===== src/rtl/t03_wb_pkg.sv =====
// Shared Wishbone definitions for the t03 manager/subordinate pair.
// Contents: bus widths, responder state encoding, poison read value and a
// byte-lane merge helper used by the RAM array.
package t03_wb_pkg;

    localparam int WB_ADR_W = 32;
    localparam int WB_DAT_W = 32;
    localparam int WB_SEL_W = 4;

    // Returned for reads outside the RAM window so the manager always completes.
    localparam logic [WB_DAT_W-1:0] WB_BAD_DATA = 32'hBAD1_BAD1;

    typedef enum logic [1:0] {
        IDLE = 2'd0,
        WAIT = 2'd1,
        ACK  = 2'd2
    } wb_state_e;

    // Replace only the bytes whose lane enable is set.
    function automatic logic [WB_DAT_W-1:0] wb_lane_merge(
        input logic [WB_DAT_W-1:0] old_word,
        input logic [WB_DAT_W-1:0] new_word,
        input logic [WB_SEL_W-1:0] sel
    );
        logic [WB_DAT_W-1:0] merged;
        merged = old_word;
        for (int b = 0; b < WB_SEL_W; b++) begin
            if (sel[b]) begin
                merged[8*b +: 8] = new_word[8*b +: 8];
            end
        end
        return merged;
    endfunction

endpackage


===== src/rtl/t03_wishbone_subordinate_ram_if.sv =====
// Wishbone classic-cycle bus bundle.
// master modport: drives ADR_I/DAT_I/SEL_I/WE_I/STB_I/CYC_I, receives DAT_O/ACK_O.
// slave modport : the mirror image, used by the RAM responder.
interface t03_wishbone_subordinate_ram_if
    import t03_wb_pkg::*;
();
    logic [WB_ADR_W-1:0] ADR_I;
    logic [WB_DAT_W-1:0] DAT_I;
    logic [WB_SEL_W-1:0] SEL_I;
    logic                WE_I;
    logic                STB_I;
    logic                CYC_I;
    logic [WB_DAT_W-1:0] DAT_O;
    logic                ACK_O;

    modport master (
        output ADR_I, DAT_I, SEL_I, WE_I, STB_I, CYC_I,
        input  DAT_O, ACK_O
    );

    modport slave (
        input  ADR_I, DAT_I, SEL_I, WE_I, STB_I, CYC_I,
        output DAT_O, ACK_O
    );
endinterface


===== src/rtl/t03_bytemask_ram.sv =====
// DEPTH x 32 register array with per-byte write mask.
// Ports: clk/rst_n (async active-low clear of every word), we/wr_idx/wr_data/
// wr_mask (synchronous masked write), rd_idx/rd_data (combinational read).
module t03_bytemask_ram
    import t03_wb_pkg::*;
#(
    parameter  int DEPTH = 32,
    localparam int IDX_W = $clog2(DEPTH)
) (
    input  logic                clk,
    input  logic                rst_n,
    input  logic                we,
    input  logic [IDX_W-1:0]    wr_idx,
    input  logic [WB_DAT_W-1:0] wr_data,
    input  logic [WB_SEL_W-1:0] wr_mask,
    input  logic [IDX_W-1:0]    rd_idx,
    output logic [WB_DAT_W-1:0] rd_data
);

    logic [WB_DAT_W-1:0] mem_q [DEPTH];
    logic [WB_DAT_W-1:0] mem_d [DEPTH];

    always_comb begin
        mem_d = mem_q;
        if (we) begin
            mem_d[wr_idx] = wb_lane_merge(mem_q[wr_idx], wr_data, wr_mask);
        end
    end

    always_ff @(posedge clk or negedge rst_n) begin
        if (!rst_n) begin
            for (int i = 0; i < DEPTH; i++) begin
                mem_q[i] <= '0;
            end
        end else begin
            mem_q <= mem_d;
        end
    end

    assign rd_data = mem_q[rd_idx];

endmodule


===== src/rtl/t03_wishbone_subordinate_ram.sv =====
// Wishbone classic-cycle responder backed by a byte-maskable register RAM.
// Ports: CLK, nRST (async active-low), wb (slave modport: ADR_I, DAT_I, SEL_I,
// WE_I, STB_I, CYC_I in; DAT_O, ACK_O out).
//
// state | meaning
// IDLE  | waiting for CYC_I & STB_I; request fields are captured here
// WAIT  | counting down wait states; dropping CYC_I/STB_I aborts the cycle
// ACK   | one-cycle ACK_O pulse, read data on DAT_O
module t03_wishbone_subordinate_ram
    import t03_wb_pkg::*;
#(
    parameter logic [31:0] BASE_ADDR   = 32'h3300_0000,
    parameter int          DEPTH       = 32,
    parameter int          WAIT_STATES = 1
) (
    input logic                            CLK,
    input logic                            nRST,
    t03_wishbone_subordinate_ram_if.slave  wb
);

    localparam int                  IDX_W = $clog2(DEPTH);
    localparam logic [3:0]          WS    = 4'(WAIT_STATES);
    localparam logic [WB_ADR_W-1:0] SPAN  = WB_ADR_W'(4 * DEPTH);

    wb_state_e           state_q, state_d;
    logic [3:0]          cnt_q, cnt_d;
    logic [IDX_W-1:0]    idx_q, idx_d;
    logic [WB_DAT_W-1:0] wdat_q, wdat_d;
    logic [WB_SEL_W-1:0] sel_q, sel_d;
    logic                we_q, we_d;
    logic                inr_q, inr_d;
    logic                ack_q, ack_d;
    logic [WB_DAT_W-1:0] dato_q, dato_d;

    logic [WB_ADR_W-1:0] req_off;
    logic                req_inr;
    logic [IDX_W-1:0]    req_idx;
    logic                req_valid;

    logic                enter_ack;
    logic [IDX_W-1:0]    cur_idx;
    logic [WB_DAT_W-1:0] cur_wdat;
    logic [WB_SEL_W-1:0] cur_sel;
    logic                cur_we;
    logic                cur_inr;

    logic                ram_we;
    logic [WB_DAT_W-1:0] ram_rdata;

    // Unsigned offset compare covers both ends of the window: addresses below
    // BASE_ADDR wrap to large offsets.
    assign req_off   = wb.ADR_I - BASE_ADDR;
    assign req_inr   = (req_off < SPAN);
    assign req_idx   = req_off[IDX_W+1:2];
    assign req_valid = wb.CYC_I & wb.STB_I;

    // With zero wait states ACK is entered straight from IDLE, before the
    // request registers hold anything, so the live bus fields are used then.
    always_comb begin
        if (state_q == IDLE) begin
            cur_idx  = req_idx;
            cur_wdat = wb.DAT_I;
            cur_sel  = wb.SEL_I;
            cur_we   = wb.WE_I;
            cur_inr  = req_inr;
        end else begin
            cur_idx  = idx_q;
            cur_wdat = wdat_q;
            cur_sel  = sel_q;
            cur_we   = we_q;
            cur_inr  = inr_q;
        end
    end

    always_comb begin
        state_d   = state_q;
        cnt_d     = cnt_q;
        idx_d     = idx_q;
        wdat_d    = wdat_q;
        sel_d     = sel_q;
        we_d      = we_q;
        inr_d     = inr_q;
        ack_d     = 1'b0;
        dato_d    = '0;
        enter_ack = 1'b0;
        ram_we    = 1'b0;

        case (state_q)
            IDLE: begin
                if (req_valid) begin
                    idx_d  = req_idx;
                    wdat_d = wb.DAT_I;
                    sel_d  = wb.SEL_I;
                    we_d   = wb.WE_I;
                    inr_d  = req_inr;
                    cnt_d  = WS;
                    if (WAIT_STATES == 0) begin
                        state_d   = ACK;
                        enter_ack = 1'b1;
                    end else begin
                        state_d = WAIT;
                    end
                end
            end
            WAIT: begin
                if (!req_valid) begin
                    state_d = IDLE;
                end else begin
                    cnt_d = cnt_q - 4'd1;
                    if (cnt_q <= 4'd1) begin
                        state_d   = ACK;
                        enter_ack = 1'b1;
                    end
                end
            end
            ACK: begin
                state_d = IDLE;
            end
            default: begin
                state_d = IDLE;
            end
        endcase

        if (enter_ack) begin
            ack_d = 1'b1;
            if (cur_we) begin
                ram_we = cur_inr;
            end else begin
                dato_d = cur_inr ? ram_rdata : WB_BAD_DATA;
            end
        end
    end

    always_ff @(posedge CLK or negedge nRST) begin
        if (!nRST) begin
            state_q <= IDLE;
            cnt_q   <= '0;
            idx_q   <= '0;
            wdat_q  <= '0;
            sel_q   <= '0;
            we_q    <= 1'b0;
            inr_q   <= 1'b0;
            ack_q   <= 1'b0;
            dato_q  <= '0;
        end else begin
            state_q <= state_d;
            cnt_q   <= cnt_d;
            idx_q   <= idx_d;
            wdat_q  <= wdat_d;
            sel_q   <= sel_d;
            we_q    <= we_d;
            inr_q   <= inr_d;
            ack_q   <= ack_d;
            dato_q  <= dato_d;
        end
    end

    t03_bytemask_ram #(
        .DEPTH (DEPTH)
    ) u_ram (
        .clk     (CLK),
        .rst_n   (nRST),
        .we      (ram_we),
        .wr_idx  (cur_idx),
        .wr_data (cur_wdat),
        .wr_mask (cur_sel),
        .rd_idx  (cur_idx),
        .rd_data (ram_rdata)
    );

    assign wb.ACK_O = ack_q;
    assign wb.DAT_O = dato_q;

endmodule


===== src/flat_wrapper.sv =====
// flat-port wrapper written by rule: the top's interface ports become plain ports
module t03_wishbone_subordinate_ram_flat import t03_wb_pkg::*;
#(
    parameter logic [31:0] BASE_ADDR   = 32'h3300_0000,
    parameter int          DEPTH       = 32,
    parameter int          WAIT_STATES = 1
)
  (CLK, nRST, wb_ADR_I, wb_DAT_I, wb_SEL_I, wb_WE_I, wb_STB_I, wb_CYC_I, wb_DAT_O, wb_ACK_O);
  t03_wishbone_subordinate_ram_if wb_i ();
  input logic CLK;
  input logic nRST;
  input wire logic [$bits(wb_i.ADR_I)-1:0] wb_ADR_I;
  input wire logic [$bits(wb_i.DAT_I)-1:0] wb_DAT_I;
  input wire logic [$bits(wb_i.SEL_I)-1:0] wb_SEL_I;
  input wire logic [$bits(wb_i.WE_I)-1:0] wb_WE_I;
  input wire logic [$bits(wb_i.STB_I)-1:0] wb_STB_I;
  input wire logic [$bits(wb_i.CYC_I)-1:0] wb_CYC_I;
  output wire logic [$bits(wb_i.DAT_O)-1:0] wb_DAT_O;
  output wire logic [$bits(wb_i.ACK_O)-1:0] wb_ACK_O;
  assign wb_i.ADR_I = wb_ADR_I;
  assign wb_i.DAT_I = wb_DAT_I;
  assign wb_i.SEL_I = wb_SEL_I;
  assign wb_i.WE_I = wb_WE_I;
  assign wb_i.STB_I = wb_STB_I;
  assign wb_i.CYC_I = wb_CYC_I;
  assign wb_DAT_O = wb_i.DAT_O;
  assign wb_ACK_O = wb_i.ACK_O;
  t03_wishbone_subordinate_ram #(.BASE_ADDR(BASE_ADDR), .DEPTH(DEPTH), .WAIT_STATES(WAIT_STATES)) u_core (.CLK(CLK), .nRST(nRST), .wb(wb_i));
endmodule

===== config.mk =====
export PLATFORM = sky130hd
export DESIGN_NAME = t03_wishbone_subordinate_ram_flat
export DESIGN_NICKNAME = d
export VERILOG_FILES = /design/src/rtl/t03_wb_pkg.sv /design/src/rtl/t03_wishbone_subordinate_ram_if.sv /design/src/rtl/t03_bytemask_ram.sv /design/src/rtl/t03_wishbone_subordinate_ram.sv /design/src/flat_wrapper.sv
export SDC_FILE = /design/constraint.sdc
export NUM_CORES = 2
export LEC_CHECK = 0
export ABC_AREA = 1
export ABC_CLOCK_PERIOD_IN_PS = 2750
export BUFFER_PORTS_ARGS = -buffer_cell sky130_fd_sc_hd__buf_2
export CORE_UTILIZATION = 64
export CTS_CLUSTER_DIAMETER = 100
export DETAILED_ROUTE_END_ITERATION = 10
export GPL_ROUTABILITY_DRIVEN = 0
export PLACE_DENSITY = 0.9
export SYNTH_ARGS = -nofsm -noshare
export SYNTH_HDL_FRONTEND = slang
export SYNTH_SLANG_ARGS = --single-unit

===== constraint.sdc =====
create_clock -name CLK -period 2.75 [get_ports CLK]
set_clock_uncertainty 0.2 [all_clocks]
set_input_delay 0.55 -clock CLK [delete_from_list [all_inputs] [get_ports CLK]]
set_output_delay 0.55 -clock CLK [all_outputs]
set_load 0.03 [all_outputs]

==> metrics.md, run 1 <==
| Metric | Value |
|---|---|
| Outcome | aborted with a tool error |
| Failed at | 5_1_grt |
| Tool error | [ERROR GRT-0232] Routing congestion too high. Check the congestion heatmap in the GUI. |
| I/O pin cnt | 106 |
| Mapped Area | 56900 sq um |
| Clock buffer depth | 3 |
| Sequential-to-total area share from yosys stat | 48.7% |
| Cts bufs inserted | 113 |
| Placed cells | 9194 |
| GRT overflow | 8 |
| Post-Syn Nets | 8139 |
| CTS H-tree depth | 3 |
| Row count | 108 |
| Die Span X | 300 um |
| Total track usage | 70.2% |
| Placement Setup Slack | -0.275 ns |
| HPWL after DPL | 136000 um |
| #FFs+latches synth | 1106 |
| Top cell type's share of synthesized area | 48.7% |
| Post-Syn Instances | 8064 |
| Synth Warn # | 0 |
| Area contributors post-synth | dfrtp_1 49%, nand2_1 30%, nand3_1 13% |
| Die Y-Extent | 300 um |
| Largest net degree at the start of global routing | 86 |
| Synth area leader | dfrtp_1 |
| Netlist cell types | 31 |
| Clock Sink Count | 1106 |
| Avg Inst Size Synth | 7.05 sq um |
| Clock root buffer | clkbuf_16 |
| # port buffers | 103 |
| Starting Density | 65.0% |
repair_timing:
action / CTS
endpoints found under the setup margin: 965
pin swaps: 26
hold endpoints to repair: 274
hold buffers: 41
gates resized for setup: 189
setup buffers: 52
cloned: 36
logic make-up after synthesis:
logic type | share of synthesized area (%)
adder cells (fa/ha/maj) | 0.0440
AND/OR/NAND/NOR | 44.1
AO/OA/AOI/OAI | 1.13
buffers and inverters | 6.02
XOR/XNOR | 0.0154
flip-flops | 48.7
per-layer routing:
| metal | track usage [%] | overflow |
|---|---|---|
| met5 | 39.3 | 0 |
| met4 | 64.0 | 5 |
| met3 | 62.6 | 0 |
| met2 | 81.9 | 2 |
| met1 | 70.5 | 1 |
synthesized netlist by cell type:
cell	count
nand2_1	4495
buf_1	30
inv_4	1
a21oi_1	15
nor2_1	93
nor3_4	8
and3_1	1
nor2_2	21
o211ai_1	33
o21ai_0	40
clkbuf_1	258
inv_2	32
xor2_1	1
nor3_1	4
nand3_1	1431
or2_2	1
nand4_1	3
buf_2	296
buf_4	57
nand3_2	29
o21ai_1	4
o21ai_2	5
a21boi_1	1
ha_1	2
buf_6	1
nor2_4	7
dfrtp_1	1106
nand2_2	4
inv_1	79
o22ai_1	5
o21ai_4	1
metrics by stage:
step           setup TNS [ns]  util [%]  area, sq um
4_1_cts                -13.99      79.5        69500
3_5_place_dp          -144.82      72.1        63000
3_3_place_gp           -93.00      72.1        63000
2_1_floorplan               0         -        56900
==> run 2: changes to the inputs <==
--- a/config.mk
+++ b/config.mk
@@ -8,11 +8,10 @@
 export ABC_AREA = 1
 export ABC_CLOCK_PERIOD_IN_PS = 2750
 export BUFFER_PORTS_ARGS = -buffer_cell sky130_fd_sc_hd__buf_2
-export CORE_UTILIZATION = 64
-export CTS_CLUSTER_DIAMETER = 100
+export CORE_UTILIZATION = 40
 export DETAILED_ROUTE_END_ITERATION = 10
 export GPL_ROUTABILITY_DRIVEN = 0
-export PLACE_DENSITY = 0.9
+export PLACE_DENSITY_LB_ADDON = 0.15
 export SYNTH_ARGS = -nofsm -noshare
 export SYNTH_HDL_FRONTEND = slang
 export SYNTH_SLANG_ARGS = --single-unit
==> run 2 against run 1 <==
The flow now finishes, with violations (setup timing). Synthesized cell count unchanged. Synthesized area did not move.
==> metrics.md, run 2 <==
| Metric | Value |
|---|---|
| Post-DR wirelength/cell | 25.0 um |
| Required @ worst endpoint | 3.21 ns |
| Period Utilization, post-route | 106% |
| # DRC | 0 |
| Critical path launch point type | flip-flop |
| First-pass GRT wire length | 377000 um |
| HPWL after DPL | 153000 um (+13%) |
| CTS tree | yes |
| Max cap viols | 0 |
| Non-filler cells, final | 10.4k |
| Synth area leader | dfrtp_1 |
| Starting Density | 40.6% (-24 points) |
| Slowest CP cell | dfrtp_1 |
| Biggest register | u_core.u_ram.mem_q |
| DRT Wirelength | 260000 um |
| Cts bufs inserted | 131 (+16%) |
| Share of cells above drive strength 1 | 14.8% |
| Die Span X | 379 um (+26%) |
| Min Clock Period, post-route | 2.91 ns |
| Die ar. | 144000 sq um |
| Nature of the critical path endpoint | flip-flop |
| Largest register FFs | 1024 |
| PD cells | 633 nW/um^2 |
| Later-pin clock latency in the skew report | 0.79 ns |
| Top cell type's share of synthesized area | 48.7% (unchanged) |
| Hold WC Path Type | input pin to flip-flop |
| Synth cell count leaders | 4495 x nand2_1, 1431 x nand3_1, 1106 x dfrtp_1, 296 x buf_2, 258 x clkbuf_1 |
| Reg2Reg Depth | 19 |
| Synth Warn # | 0 (unchanged) |
| Area of the multi-input gates | 26500 sq um |
| Slew headroom | 58.2% |
| Drt first pass iters | 6 |
| CP Class | flip-flop to flip-flop |
| Mapped Area | 56900 sq um (unchanged) |
| Layout fillers | 13.6k |
| FF/Latch Area | 27700 sq um |
| Cell mode on critical path | nand2_1 |
| Fin. max-slew vios | 0 |
| Placement Setup Slack | -0.246 ns (+0.0294 ns) |
| Leakage power total | 0.0407 uW |
| Post-Syn Nets | 8139 (unchanged) |
| Final WS setup | -0.162 ns |
| Total track usage | 35.7% |
| Critical-path cell list | inv_2 > nand2_8 > buf_6 > nand2_8 > nand2_8 > buf_12 > buf_16 > nand2_1 > nand2_1 > nand2_1 > nand2_1 > nand2_1 > nand2_1 > nor2_1 > buf_4 > nand3_2 > clkbuf_16 > nand3_1 > nand2_1 |
| Area after DPL | 64900 sq um (+3.0%) |
| Core ar. | 140000 sq um |
| GRT overflow | 0 |
| CTS H-tree depth | 4 (+1) |
| Avg Inst Size Synth | 7.05 sq um (unchanged) |
| #FFs+latches synth | 1106 (unchanged) |
| RSZ-0062 raised after global routing | true |
| Netlist cell types | 31 (unchanged) |
| Row count | 137 (+27%) |
| Number of flops mapped to enable cells by yosys | 0 (unchanged) |
| Clock buffer depth | 3 (unchanged) |
| Count leader, synth | nand2_1 |
| Violated checks | setup timing |
| Critical Path Start | u_core.state_q[0] |
| Worst R2R Setup Slack | -0.16 ns |
| Critical path's largest stage delay | 0.43 ns |
| Async S/R FF share, synth | 100% (unchanged) |
| CP Capture Point | u_core.u_ram.mem_q[148] |
| Setup TNS | -33.90 ns |
| Layout net count | 8495 |
| Final Hold Fails | 0 |
| Outcome | complete, but fails checks |
| CP arrival | 3.37 ns |
| # port buffers | 103 (unchanged) |
| CP Max Fanout | 16 |
| Post-Syn Instances | 8064 (unchanged) |
| Clock root buffer | clkbuf_16 |
| Design area | 72500 sq um |
| Worst reg2reg endpoint | u_core.u_ram.mem_q[148] |
| Commonest non-fill, non-tap cells in the layout | 4454 x nand2_1, 1422 x nand3_1, 1106 x dfrtp_1 |
| Sequential-to-total area share from yosys stat | 48.7% (unchanged) |
| Most used DFF post-synth | dfrtp_1 |
| Detailed Route Iter0 Violations | 8324 |
| Pwr Total | 45900 uW |
| Vias | 58.7k |
| Final ANT Viol Nets | 0 |
| Most common cell after layout, fill and taps aside | nand2_1 |
| Via-to-Cell Ratio | 5.65 |
| Peak supply drop | 0.000515 V |
| Die Y-Extent | 379 um (+26%) |
| Largest net degree at the start of global routing | 88 |
| Worst Tran Pin Value | 0.627 ns |
| Final setup vio count | 792 |
| Placed cells | 10.0k (+9.0%) |
| Area contributors post-synth | dfrtp_1 49%, nand2_1 30%, nand3_1 13% |
| Reg2reg start | u_core.state_q[0] |
| Clock Sink Count | 1106 (unchanged) |
| Fmax | 0.343 GHz |
| Synthesis-to-finish area growth | 27.5% |
| I/O pin cnt | 106 (unchanged) |
| Initial antenna violation count | 3 |
| Clk slew on worst S/H paths | 0.06 ns |
| Vias in the first global route | 55.6k |
[run 2: cell counts after synthesis]
No cell type changed its count.
[run 2: per-layer routing]
layer | vias to the layer above | part of all wire, % | GRT usage, %
li1 | 26099 | - | -
met1 | 28187 | 39 | 47.1
met2 | 3645 | 43 | 53.4
met3 | 793 | 12 | 9.25
met4 | 0 | 6.4 | 19.4
met5 | - | 0 | 0
[run 2: kinds of logic after synthesis]
logic type                 after synthesis  synth area share (%)
and+or+nand+nor                       6097                  44.1
DFF                                   1106                  48.7
buffers and inverters                  754                  6.02
AOI/OAI and AO/OA                      104                  1.13
adders and majority gates                2                0.0440
xor gates and xnor gates                 1                0.0154
[run 2: through the flow]
| stage | util (%) | hold slack (ns) |
|---|---|---|
| final | 51.7 | 0.103 |
| after global routing | 51.7 | 0.118 |
| after CTS | 51.0 | 0.0600 |
| after detailed placement | 46.3 | 0.265 |
| after global placement | 46.3 | 0.261 |
| after floorplan | - | 0.0544 |
[run 2: critical path, delay by kind of cell (launching register included)]
family / cells / cell delay (ns)
flip-flops: 1 / 0.43
AND/OR/NAND/NOR: 13 / 1.10
buffers and inverters: 6 / 1.07
[run 2: worst min path at each step]
stage / to / slack [ns] / cells past startpoint / startpoint
after floorplan: u_core.cnt_q[0] / 0.05 / 0 / nRST
after global placement: u_core.u_ram.mem_q[503] / 0.26 / 2 / u_core.u_ram.mem_q[503]
after detailed placement: u_core.u_ram.mem_q[288] / 0.27 / 2 / u_core.u_ram.mem_q[288]
after CTS: u_core.sel_q[2] / 0.06 / 4 / wb_STB_I
after global routing: u_core.u_ram.mem_q[1017] / 0.12 / 2 / nRST
final: u_core.sel_q[3] / 0.10 / 4 / wb_STB_I
[run 2: where the power goes]
group	internal [uW]	total [uW]	switching, uW	leakage (uW)
Clock	11000	18500	7580	0.00224
Combinational	3560	10600	7070	0.0231
Sequential	16600	16700	163	0.0154
Total	31100	45900	14800	0.0407
[run 2: final cells by class]
type | instances | share of cell area [%]
sequential | 1106 | 38.2
multi-input combinational | 6204 | 36.6
timing repair buffer | 865 | 15.1
clock buffer | 182 | 5.32
tap | 1876 | 3.24
clock inverter | 54 | 0.924
inverter | 112 | 0.621
antenna | 2 | 0.00691
[run 2: timing repair]
| item | 4_1_cts | 5_1_grt |
|---|---|---|
| hold endpoints to repair | 361 | 0 |
| hold buffers | 43 | 0 |
| pin swaps | 31 | 32 |
| setup buffers | 45 | 18 |
| setup endpoints to repair | 1035 | 1052 |
| cloned | 21 | 16 |
| resized for setup | 146 | 109 |
Power figures use the tool's default switching activity.
